`config.mk`:
```
export PLATFORM = sky130hd
export DESIGN_NAME = irrigation_ctrl
export DESIGN_NICKNAME = d
export VERILOG_FILES = /design/src/rtl/irr_pkg.sv /design/src/rtl/deb_filter.sv /design/src/rtl/irrigation_ctrl.sv
export SDC_FILE = /design/constraint.sdc
export NUM_CORES = 1
export LEC_CHECK = 0
export ABC_AREA = 1
export BUFFER_PORTS_ARGS = -buffer_cell sky130_fd_sc_hd__buf_4
export CORE_ASPECT_RATIO = 0.7
export CORE_UTILIZATION = 60
export DETAILED_ROUTE_END_ITERATION = 6
export PLACE_DENSITY = 0.79
export SYNTH_ARGS = -nofsm -noshare
export SYNTH_HDL_FRONTEND = slang
export SYNTH_HIERARCHICAL = 1
export SYNTH_SLANG_ARGS = --single-unit
export TNS_END_PERCENT = 10
```
`constraint.sdc`:
```
create_clock -name clk -period 2.1 [get_ports clk]
set_clock_uncertainty 0.1 [all_clocks]
set_input_delay 0.21 -clock clk [delete_from_list [all_inputs] [get_ports clk]]
set_output_delay 0.21 -clock clk [all_outputs]
set_load 0.01 [all_outputs]
```
`src/rtl/irr_pkg.sv`:
```
`default_nettype none
// ============================================================================
// Module   : irr_pkg
// Purpose  : Shared state encoding, moisture codes and level check for irrigation_ctrl.
// Revision : 1.0
// ============================================================================
package irr_pkg;

    typedef enum logic [1:0] {
        IDLE     = 2'b00,
        DRIP     = 2'b01,
        SPRINKLE = 2'b10,
        FAULT    = 2'b11
    } state_t;

    localparam logic [1:0] UA_DRY = 2'b00;
    localparam logic [1:0] UA_LOW = 2'b01;
    localparam logic [1:0] UA_OK  = 2'b10;
    localparam logic [1:0] UA_WET = 2'b11;

    // Sensors are stacked, so water at a level implies water at every level below it.
    function automatic logic level_ok(input logic [2:0] hml);
        return (hml == 3'b000) || (hml == 3'b001) || (hml == 3'b011) || (hml == 3'b111);
    endfunction

endpackage
`default_nettype wire

```
`src/rtl/deb_filter.sv`:
```
`default_nettype none
// ============================================================================
// Module   : deb_filter
// Purpose  : Two-flop synchroniser followed by a DEB_CYC-cycle debounce filter.
// Revision : 1.0
// ============================================================================
module deb_filter #(
    parameter int DEB_CYC = 4
) (
    input  logic clk,
    input  logic rst_n,
    input  logic din,
    output logic dout
);

    localparam int c_cnt_w = $clog2(DEB_CYC + 1);
    localparam logic [c_cnt_w-1:0] c_last = c_cnt_w'(DEB_CYC - 1);

    logic               r_meta;
    logic               r_sync;
    logic [c_cnt_w-1:0] r_cnt;

    // A one-bit input can only change by returning to dout, so the equality
    // test also covers the restart-on-change case.
    always_ff @(posedge clk or negedge rst_n) begin
        if (!rst_n) begin
            r_meta <= 1'b0;
            r_sync <= 1'b0;
            r_cnt  <= '0;
            dout   <= 1'b0;
        end else begin
            r_meta <= din;
            r_sync <= r_meta;
            if (r_sync == dout) begin
                r_cnt <= '0;
            end else if (r_cnt == c_last) begin
                dout  <= r_sync;
                r_cnt <= '0;
            end else begin
                r_cnt <= r_cnt + c_cnt_w'(1);
            end
        end
    end

endmodule
`default_nettype wire

```
`src/rtl/irrigation_ctrl.sv`:
```
`default_nettype none
// ============================================================================
// Module   : irrigation_ctrl
// Purpose  : Sensor filtering, valve state machine and display paging for irrigation.
// Revision : 1.0
// ============================================================================
module irrigation_ctrl
    import irr_pkg::*;
#(
    parameter int DEB_CYC  = 4,
    parameter int MIN_ON   = 16,
    parameter int PAGE_CYC = 64
) (
    input  logic       clk,
    input  logic       rst_n,
    input  logic       sh,
    input  logic       sm,
    input  logic       sl,
    input  logic [1:0] ua,
    input  logic       en,
    output logic       h,
    output logic       m,
    output logic       l,
    output logic       vs,
    output logic       bs,
    output logic       m7,
    output logic       fault
);

    localparam int c_tick_w = $clog2(MIN_ON + 1);
    localparam int c_page_w = $clog2(PAGE_CYC + 1);
    localparam logic [c_tick_w-1:0] c_tick_max = c_tick_w'(MIN_ON - 1);
    localparam logic [c_page_w-1:0] c_page_max = c_page_w'(PAGE_CYC - 1);

    logic [5:0]          w_raw;
    logic [5:0]          w_filt;
    logic [1:0]          w_ua;
    logic                w_en;
    logic                w_level_ok;
    logic                w_dry;
    logic                w_low;
    state_t              r_state;
    logic [c_tick_w-1:0] r_tick;
    logic [c_page_w-1:0] r_page;

    assign w_raw = {sh, sm, sl, ua, en};

    for (genvar gi = 0; gi < 6; gi++) begin : g_deb
        deb_filter #(.DEB_CYC(DEB_CYC)) u_deb (
            .clk   (clk),
            .rst_n (rst_n),
            .din   (w_raw[gi]),
            .dout  (w_filt[gi])
        );
    end

    assign h          = w_filt[5];
    assign m          = w_filt[4];
    assign l          = w_filt[3];
    assign w_ua       = w_filt[2:1];
    assign w_en       = w_filt[0];
    assign w_level_ok = level_ok({w_filt[5], w_filt[4], w_filt[3]});
    assign w_dry      = (w_ua == UA_DRY);
    assign w_low      = (w_ua == UA_LOW);

    // Valve flags are set alongside each state change so they always mirror r_state.
    always_ff @(posedge clk or negedge rst_n) begin
        if (!rst_n) begin
            r_state <= IDLE;
            r_tick  <= '0;
            vs      <= 1'b0;
            bs      <= 1'b0;
            fault   <= 1'b0;
        end else begin
            fault <= ~w_level_ok;
            if (!w_level_ok) begin
                r_state <= FAULT;
                vs      <= 1'b0;
                bs      <= 1'b0;
            end else begin
                case (r_state)
                    FAULT: begin
                        r_state <= IDLE;
                    end
                    IDLE: begin
                        if (w_en && l && w_dry && m) begin
                            r_state <= SPRINKLE;
                            vs      <= 1'b1;
                            r_tick  <= '0;
                        end else if (w_en && l && (w_low || (w_dry && !m))) begin
                            r_state <= DRIP;
                            bs      <= 1'b1;
                            r_tick  <= '0;
                        end
                    end
                    DRIP, SPRINKLE: begin
                        if (!l) begin
                            r_state <= IDLE;
                            vs      <= 1'b0;
                            bs      <= 1'b0;
                        end else if ((r_state == SPRINKLE) && !m) begin
                            r_state <= DRIP;
                            vs      <= 1'b0;
                            bs      <= 1'b1;
                            r_tick  <= '0;
                        end else if ((w_ua[1] || !w_en) && (r_tick == c_tick_max)) begin
                            r_state <= IDLE;
                            vs      <= 1'b0;
                            bs      <= 1'b0;
                        end else if (r_tick != c_tick_max) begin
                            r_tick <= r_tick + c_tick_w'(1);
                        end
                    end
                    default: begin
                        r_state <= IDLE;
                        vs      <= 1'b0;
                        bs      <= 1'b0;
                    end
                endcase
            end
        end
    end

    always_ff @(posedge clk or negedge rst_n) begin
        if (!rst_n) begin
            r_page <= '0;
            m7     <= 1'b0;
        end else if (r_page == c_page_max) begin
            r_page <= '0;
            m7     <= ~m7;
        end else begin
            r_page <= r_page + c_page_w'(1);
        end
    end

endmodule
`default_nettype wire

```
==> results of run 1 <==
==> worst max-delay path: stages (launching register included) <==
cell	delay, ns
dfrtp_1	0.41
inv_1	0.07
ha_1	0.47
nand2_2	0.16
inv_2	0.10
nand3_4	0.10
o21ai_4	0.10
inv_2	0.04
nand2_1	0.07
nand2_1	0.05
==> cells in the mapped netlist (2+ instances only) <==
master / count / area (sq um)
nor2_1: 34 / 128
nand2_2: 20 / 125
dfrtp_1: 54 / 1350
nand2_4: 2 / 22.5
nand4_1: 3 / 18.8
nand2_1: 74 / 278
a21oi_1: 2 / 10.0
o21ai_2: 2 / 17.5
inv_2: 6 / 22.5
nand3_1: 20 / 100
ha_1: 12 / 150
inv_1: 47 / 176
o21ai_0: 3 / 15.0
==> area by class of cell <==
| type | count | area [sq um] | share of cell area [%] |
|---|---|---|---|
| clock buffers | 5 | 68.8 | 2.38 |
| clock inverters | 3 | 47.5 | 1.65 |
| flip-flops and latches | 54 | 1350 | 46.8 |
| well taps | 52 | 65.1 | 2.25 |
| repair buffers | 21 | 175 | 6.06 |
| inverters | 53 | 199 | 6.88 |
| multi-input cells | 184 | 983 | 34.0 |
==> sequential cells by signal, summed over array words and instances, names as in the netlist <==
signal and count:
g_deb.u_deb/r_meta 6, g_deb.u_deb/dout 6, m7 1, bs 1, r_tick 5, fault 1
r_state 2, g_deb.u_deb/r_cnt 18, vs 1, r_page 7, g_deb.u_deb/r_sync 6
==> logic make-up after synthesis <==
kind of cell / share of synthesized area [%]
adders and majority gates: 5.93
DFF: 53.3
and+or+nand+nor: 28.9
AOI/OAI and AO/OA: 3.31
buffers and inverters: 7.85
xor gates and xnor gates: 0.691
==> power breakdown <==
part | switching [mW] | internal [mW]
registers | 0.196 | 1.27
logic | 0.989 | 0.590
clock network | 0.346 | 0.362
total | 1.53 | 2.22
==> path summary, 6_finish.rpt <==
kind	startpoint	end	slack (ns)	cells after the start
min in group asynchronous	rst_n	g_deb[3].u_deb/r_cnt[2]	0.37	2
hold / removal	g_deb[3].u_deb/r_meta	g_deb[3].u_deb/r_sync	0.26	0
hold reg to reg	g_deb[3].u_deb/r_meta	g_deb[3].u_deb/r_sync	0.26	0
setup reg to reg	r_state[1]	r_state[0]	0.32	9
setup / recovery	r_state[1]	r_state[0]	0.32	9
max in group asynchronous	rst_n	g_deb[3].u_deb/r_sync	1.09	2
==> per-stage QoR <==
step	setup slack, ns	util (%)	power [mW]	instances	cell area, sq um
floorplan	0.548	-	2.66	291	2530
global placement	0.448	67.7	2.96	357	2700
detailed placement	0.350	67.7	3.03	357	2700
CTS	0.320	72.4	3.77	372	2890
global route	0.200	72.4	4.05	372	2890
finish	0.321	72.4	3.75	372	2890
==> routing by layer <==
layer  share of wire (%)  track usage (%)
met1                  48             28.7
met2                  48             36.1
met3                 3.1             4.88
met4                0.85             5.45
met5                   0                0
==> results.sh, run 1 <==
export IMPL_grt_max_degree=55
export IMPL_core_sq_um=3990
export IMPL_syn_area_sq_um=2530
export IMPL_outcome="finished clean"
export IMPL_final_cell_mix="nand2_1 (74), dfrtp_1 (54), inv_1 (47), nor2_1 (34)"
export IMPL_synthArstFlopShare_pct=100
export IMPL_hold_buffers=7
export IMPL_ioPinCount=15
export IMPL_clk_path_buf_depth=2
export IMPL_hp_class="reg -> reg"
export IMPL_ant_nets=0
export IMPL_fp_dieH_um=56.4
export IMPL_final_common_cell="nand2_1"
export IMPL_synth_edff_count=0
export IMPL_ys_warn_count=6
export IMPL_period_minus_slack_ns=1.78
export IMPL_grt_first_pass_wirelength_um=7360
export IMPL_clk_latency_ns=0.31
export IMPL_end_kind="flop"
export IMPL_finalCritPeriodShare_pct=84.7
export IMPL_root_buffer="clkbuf_8"
export IMPL_rows=19
export IMPL_peakVddDrop_uv=651
export IMPL_syn_nets=311
export IMPL_grt_pass1_vias=1747
export IMPL_drive_gt1_share_pct=18.4
export IMPL_fill_cells=311
export IMPL_maxCapViolCount=0
export IMPL_grtUsageTotal_pct=21.7
export IMPL_drt_first_pass_iters=4
export IMPL_worstSetupStartpointType="flop"
export IMPL_power_density_nw_per_um2=1300
export IMPL_cts_buffers=5
export IMPL_cts_clk_slew_worst_paths_ns=0.10
export IMPL_cts_tree="done"
export IMPL_cts_sinks=54
export IMPL_syn_avg_cell_area_sq_um=8.71
export IMPL_gr_total_overflow=0
export IMPL_dr_total_vias=1808
export IMPL_dp_hpwl_um=2940
export IMPL_drv_slew=0
export IMPL_criticalPathCategory="reg -> reg"
export IMPL_die_w_um=79.7
export IMPL_wl_per_cell_um=11.3
export IMPL_vias_per_cell=4.86
export IMPL_drc=0
export IMPL_postCtsSetupRepairBufs=0
export IMPL_wl_um=4220
export IMPL_drt_iter0_markers=104
export IMPL_max_freq_mhz=562
export IMPL_place_congestion=0.789
export IMPL_ctsResizeCount=0
export IMPL_synth_cells=291
export IMPL_seq_area_frac_synth_pct=53.3
export IMPL_antenna_cells=0
export IMPL_die_area_sq_um=4490
export IMPL_port_buffer_count=14
export IMPL_worstMarginPinSlew_ns=0.659
export IMPL_worstPathMaxFanout=6
export IMPL_p_leak_nw=1.53
export IMPL_nets=339
export IMPL_initial_core_util_pct=63.4
export IMPL_cp_data_required_time_ns=2.20
export IMPL_antenna_found_initial=0
export IMPL_finalSetupViolCount=0
export IMPL_yosys_register_bits=54
export IMPL_hold_worst_slack_ns=0.255
export IMPL_h_tree_depth=2
export IMPL_fin_setup_tns_ns=0
export IMPL_rsz0062_at_grt="false"
export IMPL_relSlewSlack_pct=56.1
export IMPL_worst_ep_arrival_time_ns=1.88
export IMPL_synth_cell_types=25
export IMPL_hold_viol=0
export IMPL_area_delta_synth_final_pct=14.1
export IMPL_ys_flop_type="dfrtp_1"
Note: power is estimated with default switching activity, not from simulation.
==> run 2: changes to the inputs <==
--- a/config.mk
+++ b/config.mk
@@ -5,12 +5,12 @@
 export SDC_FILE = /design/constraint.sdc
 export NUM_CORES = 1
 export LEC_CHECK = 0
-export ABC_AREA = 1
+export ABC_AREA = 0
 export BUFFER_PORTS_ARGS = -buffer_cell sky130_fd_sc_hd__buf_4
 export CORE_ASPECT_RATIO = 0.7
-export CORE_UTILIZATION = 60
+export CORE_UTILIZATION = 53
 export DETAILED_ROUTE_END_ITERATION = 6
-export PLACE_DENSITY = 0.79
+export PLACE_DENSITY = 0.74
 export SYNTH_ARGS = -nofsm -noshare
 export SYNTH_HDL_FRONTEND = slang
 export SYNTH_HIERARCHICAL = 1
==> constraint.sdc (replaced) <==
create_clock -name clk -period 1.5 [get_ports clk]
set_clock_uncertainty 0.1 [all_clocks]
set_input_delay 0.15 -clock clk [delete_from_list [all_inputs] [get_ports clk]]
set_output_delay 0.15 -clock clk [all_outputs]
set_load 0.01 [all_outputs]
==> run 2 against run 1 <==
Effect of this change:
- the flow now finishes with violations (setup timing)
- global-route usage shrank 1.6 points
- critical endpoint is now r_state[1]
- critical path depth fell by 2
- core utilization grew 0.24 points
- clock power grew 12%
==> results.sh, run 2 <==
export IMPL_fill_cells=279
export IMPL_worstMarginPinSlew_ns=0.650
export IMPL_dp_hpwl_um=2910
export IMPL_place_congestion=0.860
export IMPL_h_tree_depth=2
export IMPL_dr_total_vias=1508
export IMPL_core_sq_um=4090
export IMPL_antenna_found_initial=0
export IMPL_antenna_cells=0
export IMPL_nets=253
export IMPL_period_minus_slack_ns=1.97
export IMPL_drc=0
export IMPL_grt_pass1_vias=1587
export IMPL_syn_area_sq_um=2360
export IMPL_synthTopCellsByArea="dfrtp_1 (57%), ha_1 (6.4%), nor3b_1 (4.1%)"
export IMPL_drt_first_pass_iters=4
export IMPL_ioPinCount=15
export IMPL_ys_flop_type="dfrtp_1"
export IMPL_hp_class="reg -> reg"
export IMPL_clk_path_buf_depth=2
export IMPL_layout_setup_ws_ns=-0.466
export IMPL_die_w_um=81.7
export IMPL_synthArstFlopShare_pct=100
export IMPL_yosys_area_share_xor_xnor_pct=4.09
export IMPL_grtUsageTotal_pct=20.1
export IMPL_hold_path_startpoint="g_deb[3].u_deb/r_meta"
export IMPL_outcome="finished with violations"
export IMPL_wl_um=4190
export IMPL_stdcell_count=286
export IMPL_root_buffer="clkbuf_8"
export IMPL_area_delta_synth_final_pct=26.0
export IMPL_gr_total_overflow=0
export IMPL_yosys_register_bits=54
export IMPL_rsz0062_at_grt="true"
export IMPL_syn_nets=196
export IMPL_synth_compound_area_share_pct=7.48
export IMPL_final_cell_mix="dfrtp_1 (54), buf_4 (44), nor3b_1 (13), ha_1 (9)"
export IMPL_finalPower_mw=5.76
export IMPL_hold_viol=0
export IMPL_yosys_area_top_type="dfrtp_1"
export IMPL_cts_buffers=5
export IMPL_ant_nets=0
export IMPL_largest_reg_flops=18
export IMPL_die_area_sq_um=4720
export IMPL_finalCritPeriodShare_pct=131
export IMPL_initial_core_util_pct=57.6
export IMPL_cts_clk_slew_worst_paths_ns=0.09
export IMPL_hold_worst_slack_ns=0.257
export IMPL_synth_cells=176
export IMPL_synth_cell_types=43
export IMPL_syn_avg_cell_area_sq_um=13.4
export IMPL_synth_top_area_share_pct=57.3
export IMPL_dp_cells=265
export IMPL_synth_most_common_cell="dfrtp_1"
export IMPL_power_density_nw_per_um2=1940
export IMPL_peakVddDrop_uv=966
export IMPL_ys_warn_count=6
export IMPL_wl_per_cell_um=14.7
export IMPL_seq_area_frac_synth_pct=57.3
export IMPL_grt_first_pass_wirelength_um=7000
export IMPL_finalSetupViolCount=9
export IMPL_criticalPathCategory="reg -> reg"
export IMPL_vias_per_cell=5.27
export IMPL_fin_setup_tns_ns=-3.23
export IMPL_p_leak_nw=1.38
export IMPL_maxCapViolCount=0
export IMPL_port_buffer_count=14
export IMPL_cts_tree="done"
export IMPL_rr_endpoint="r_state[1]"
export IMPL_worst_ep_arrival_time_ns=2.05
export IMPL_min_delay_path_depth=0
export IMPL_drt_iter0_markers=63
export IMPL_ys_top_cells_by_count="dfrtp_1 (54), nor3b_1 (13), ha_1 (12)"
export IMPL_rrSetupSlack_ns=-0.47
export IMPL_yosys_mux_area_fraction_pct=5.20
export IMPL_synth_edff_count=0
export IMPL_cp_data_required_time_ns=1.58
export IMPL_clk_latency_ns=0.30
export IMPL_relSlewSlack_pct=56.7
export IMPL_final_seq_area_sq_um=1350
export IMPL_drive_gt1_share_pct=36.3
export IMPL_cts_sinks=54
export IMPL_hold_end="g_deb[3].u_deb/r_sync"
export IMPL_fp_dieH_um=57.8
export IMPL_synth_simple_area_share_pct=17.9
export IMPL_rr_startpoint="r_tick[0]"
export IMPL_largestRegisters="g_deb.u_deb/r_cnt x18, r_page x7"
export IMPL_reg2reg_depth=7
export IMPL_violations="setup timing"
export IMPL_worstSetupStartpointType="flop"
export IMPL_yosys_area_share_adder_pct=6.37
export IMPL_grt_max_degree=55
export IMPL_rows=19
export IMPL_regMostFlops="g_deb.u_deb/r_cnt"
export IMPL_drv_slew=0
export IMPL_synth_top_family_by_area="simple AND/OR/NAND/NOR gates"
export IMPL_final_common_cell="dfrtp_1"
export IMPL_end_kind="flop"
export IMPL_worstPathMaxFanout=5
export IMPL_multi_input_area_sq_um=1030
export IMPL_max_freq_mhz=509
## run 2: cell count changes in the layout (fill, tap and decap cells not counted), sizes merged, moves of 13 or more
cell	previous run	this run
buf	14	45
nor2	36	9
nand3	21	3
nand2	96	5
inv	54	6
nor3b	0	13
## run 2: worst max path at each step
stage	startpoint	endpoint	slack [ns]	depth (start not counted)
2_1_floorplan	r_state[0]	r_tick[0]	-0.42	7
3_3_place_gp	r_tick[0]	r_state[1]	-0.41	7
3_5_place_dp	r_tick[0]	r_state[1]	-0.49	7
4_1_cts	r_tick[1]	r_state[1]	-0.42	7
5_1_grt	r_tick[1]	r_state[1]	-0.54	7
6_report	r_tick[0]	r_state[1]	-0.47	7
## run 2: area by class of cell
cell class,count,share of cell area [%]
clock buffers,5,2.32
clock inverters,3,0.716
inverters,6,0.759
multi-input cells,114,34.6
flip-flops and latches,54,45.5
well taps,52,2.19
repair buffers,52,13.9
## run 2: cell families (layout without fill, tap and decap cells)
kind of cell    Yosys count  in the layout
simple gates             61             61
flops                    54             54
compound gates           20             20
fa+ha+maj                12             12
xor+xnor                 11             11
mux                      10             10
buf+inv                   8             66
## run 2: what timing repair did
action                                  CTS  global route
hold buffers                              7             0
pin swaps                                 8             3
endpoints found under the setup margin    9            13
resized for setup                         7             4
buffers inserted                          5             1
cloned                                    0             0
endpoints found under the hold margin    60             0
## run 2: worst max-delay path, cell delays in order, from the launching register on
cell	delay, ns
dfrtp_1	0.36
ha_2	0.19
and3_4	0.19
ha_4	0.16
inv_2	0.04
o211ai_1	0.34
o21ai_1	0.14
a221o_1	0.33
## run 2: routing by layer
metal	vias up	share of wire (%)	GRT usage (%)	wire [um]
li1	736	-	-	-
met1	747	46	25.4	1910
met2	21	51	33.8	2140
met3	4	2.7	5.83	113
met4	0	0.62	5.76	26
met5	-	0	0	0
## run 2: stage by stage
step	utilization, %	setup WS [ns]	cell area [sq um]
2_1_floorplan	-	-0.423	2360
3_3_place_gp	66.1	-0.408	2700
3_5_place_dp	66.1	-0.493	2700
4_1_cts	72.1	-0.416	2950
5_1_grt	72.6	-0.537	2970
6_report	72.6	-0.466	2970
## run 2: report_power, final
| part | switching, mW | internal (mW) | leakage [nW] |
|---|---|---|---|
| registers | 0.212 | 1.79 | 0.676 |
| logic | 1.34 | 1.62 | 0.664 |
| clock network | 0.462 | 0.329 | 0.0441 |
| total | 2.02 | 3.74 | 1.38 |
==> run 3: changes to the inputs <==
--- a/config.mk
+++ b/config.mk
@@ -7,7 +7,7 @@
 export LEC_CHECK = 0
 export ABC_AREA = 0
 export BUFFER_PORTS_ARGS = -buffer_cell sky130_fd_sc_hd__buf_4
-export CORE_ASPECT_RATIO = 0.7
+export CORE_ASPECT_RATIO = 1.25
 export CORE_UTILIZATION = 53
 export DETAILED_ROUTE_END_ITERATION = 6
 export PLACE_DENSITY = 0.74
==> run 3 against run 2 <==
Effect of this change:
- the flow still finishes with violations (setup timing)
- critical path depth is the same
- final cell count is 2.1% higher
- die area about the same
- critical endpoint is now vs
- largest power group unchanged
==> results.sh, run 3 (synthesized netlist as in run 2, its figures left out) <==
export IMPL_cts_clk_slew_worst_paths_ns=0.09
export IMPL_initial_core_util_pct=56.6
export IMPL_hold_viol=0
export IMPL_worstMarginPinSlew_ns=0.652
export IMPL_p_comb_share_pct=49.4
export IMPL_dp_cells=273
export IMPL_p_leak_nw=1.40
export IMPL_antenna_cells=0
export IMPL_cpPeakStageDelay_ns=0.36
export IMPL_vias_per_cell=5.31
export IMPL_final_cell_area_sq_um=2990
export IMPL_port_buffer_count=14
export IMPL_peakVddDrop_uv=1070
export IMPL_dpl_cell_area_sq_um=2740
export IMPL_path_cells="ha_2, and3_4, ha_4, inv_2, o211ai_1, nor2_1, a221o_1"
export IMPL_final_cell_mix="dfrtp_1 (54), buf_4 (47), nor3b_1 (13), ha_1 (9)"
export IMPL_rr_endpoint="vs"
export IMPL_finalCritPeriodShare_pct=125
export IMPL_maxCapViolCount=0
export IMPL_final_common_cell="dfrtp_1"
export IMPL_cp_slowest_cell="dfrtp_1"
export IMPL_wl_per_cell_um=14.0
export IMPL_criticalPathCategory="reg -> reg"
export IMPL_root_buffer="clkbuf_8"
export IMPL_violations="setup timing"
export IMPL_hold_end="g_deb[3].u_deb/r_sync"
export IMPL_regMostFlops="g_deb.u_deb/r_cnt"
export IMPL_drc=0
export IMPL_rr_startpoint="r_tick[0]"
export IMPL_worst_ep_arrival_time_ns=1.96
export IMPL_path_delay_family="compound AO/OA/AOI/OAI gates"
export IMPL_area_delta_synth_final_pct=27.0
export IMPL_dr_total_vias=1551
export IMPL_critPathBufInv=1
export IMPL_finalSetupViolCount=9
export IMPL_grt_max_degree=55
export IMPL_relSlewSlack_pct=56.5
export IMPL_place_congestion=0.843
export IMPL_hold_path_startpoint="g_deb[3].u_deb/r_meta"
export IMPL_ioPinCount=15
export IMPL_cts_sinks=54
export IMPL_fin_setup_tns_ns=-2.98
export IMPL_rsz0062_at_grt="true"
export IMPL_stdcell_count=292
export IMPL_largest_reg_flops=18
export IMPL_worstSetupStartpointType="flop"
export IMPL_ant_nets=0
export IMPL_h_tree_depth=2
export IMPL_gr_total_overflow=0
export IMPL_net_switching_power_mw=1.95
export IMPL_layout_setup_ws_ns=-0.376
export IMPL_dp_hpwl_um=2880
export IMPL_drt_iter0_markers=71
export IMPL_p_sw_share_pct=33.4
export IMPL_finalPower_mw=5.83
export IMPL_p_seq_share_pct=34.2
export IMPL_cts_tree="done"
export IMPL_min_delay_path_depth=0
export IMPL_fp_dieH_um=76.6
export IMPL_power_density_nw_per_um2=1950
export IMPL_dp_slack_ns=-0.474
export IMPL_grtUsageTotal_pct=20.1
export IMPL_outcome="finished with violations"
export IMPL_die_w_um=61.7
export IMPL_cp_data_required_time_ns=1.59
export IMPL_reg2reg_depth=7
export IMPL_die_area_sq_um=4720
export IMPL_clk_latency_ns=0.30
export IMPL_drv_slew=0
export IMPL_drive_gt1_share_pct=36.4
export IMPL_period_minus_slack_ns=1.88
export IMPL_worstPathMaxFanout=4
export IMPL_rows=26
export IMPL_nets=255
export IMPL_wl_um=4080
export IMPL_grt_first_pass_wirelength_um=7090
export IMPL_largestRegisters="g_deb.u_deb/r_cnt x18, r_page x7"
export IMPL_cts_buffers=5
export IMPL_antenna_found_initial=0
export IMPL_hp_class="reg -> reg"
export IMPL_core_sq_um=4160
export IMPL_drt_first_pass_iters=4
export IMPL_grt_pass1_vias=1673
export IMPL_intPower_mw=3.88
export IMPL_max_freq_mhz=533
export IMPL_p_clk_share_pct=16.3
export IMPL_clk_path_buf_depth=2
export IMPL_rrSetupSlack_ns=-0.38
export IMPL_end_kind="flop"
==> run 3: worst max path at each step <==
stage               startpoint    endpoint  cells past startpoint
detailed placement   r_tick[0]  r_state[1]                      7
global placement     r_tick[0]   r_tick[1]                      6
global route         r_tick[0]  r_state[1]                      7
floorplan           r_state[0]   r_tick[0]                      7
finish               r_tick[0]          vs                      7
CTS                  r_tick[1]  r_state[1]                      7
==> run 3: what timing repair did <==
item | in CTS | in global routing
gates resized for setup | 8 | 2
hold endpoints to repair | 60 | 0
pin swaps | 8 | 2
hold buffers | 7 | 0
setup endpoints to repair | 10 | 10
setup buffers | 4 | 0
==> run 3: metal layers <==
layer	vias up	wire length, um	track usage (%)
met5	-	0	0
met2	25	2250	35.6
met4	0	36	4.67
met3	5	89	3.74
met1	786	1710	24.4
li1	735	-	-
==> run 3: final cells by class <==
| class | instances | area [sq um] |
|---|---|---|
| clock buffers | 6 | 72.6 |
| clock inverters | 2 | 37.5 |
| fillers | 304 | 1170 |
| inverters | 6 | 22.5 |
| multi-input cells | 114 | 1020 |
| flip-flops and latches | 54 | 1350 |
| well taps | 56 | 70.1 |
| repair buffers | 54 | 423 |
==> run 3: metrics by stage <==
stage	utilization, %	hold slack (ns)
global route	71.9	0.270
CTS	71.7	0.258
finish	71.9	0.255
floorplan	-	-0.246
global placement	65.7	0.107
detailed placement	65.7	0.127
==> run 3: power by group through the flow <==
stage,Sequential [mW],Clock (mW),Combinational [mW]
final,2.00,0.950,2.88
after global routing,2.04,1.02,3.14
after CTS,2.00,0.978,2.85
after detailed placement,2.02,0,2.66
after global placement,2.00,0,2.52
after floorplan,2.07,0,1.53
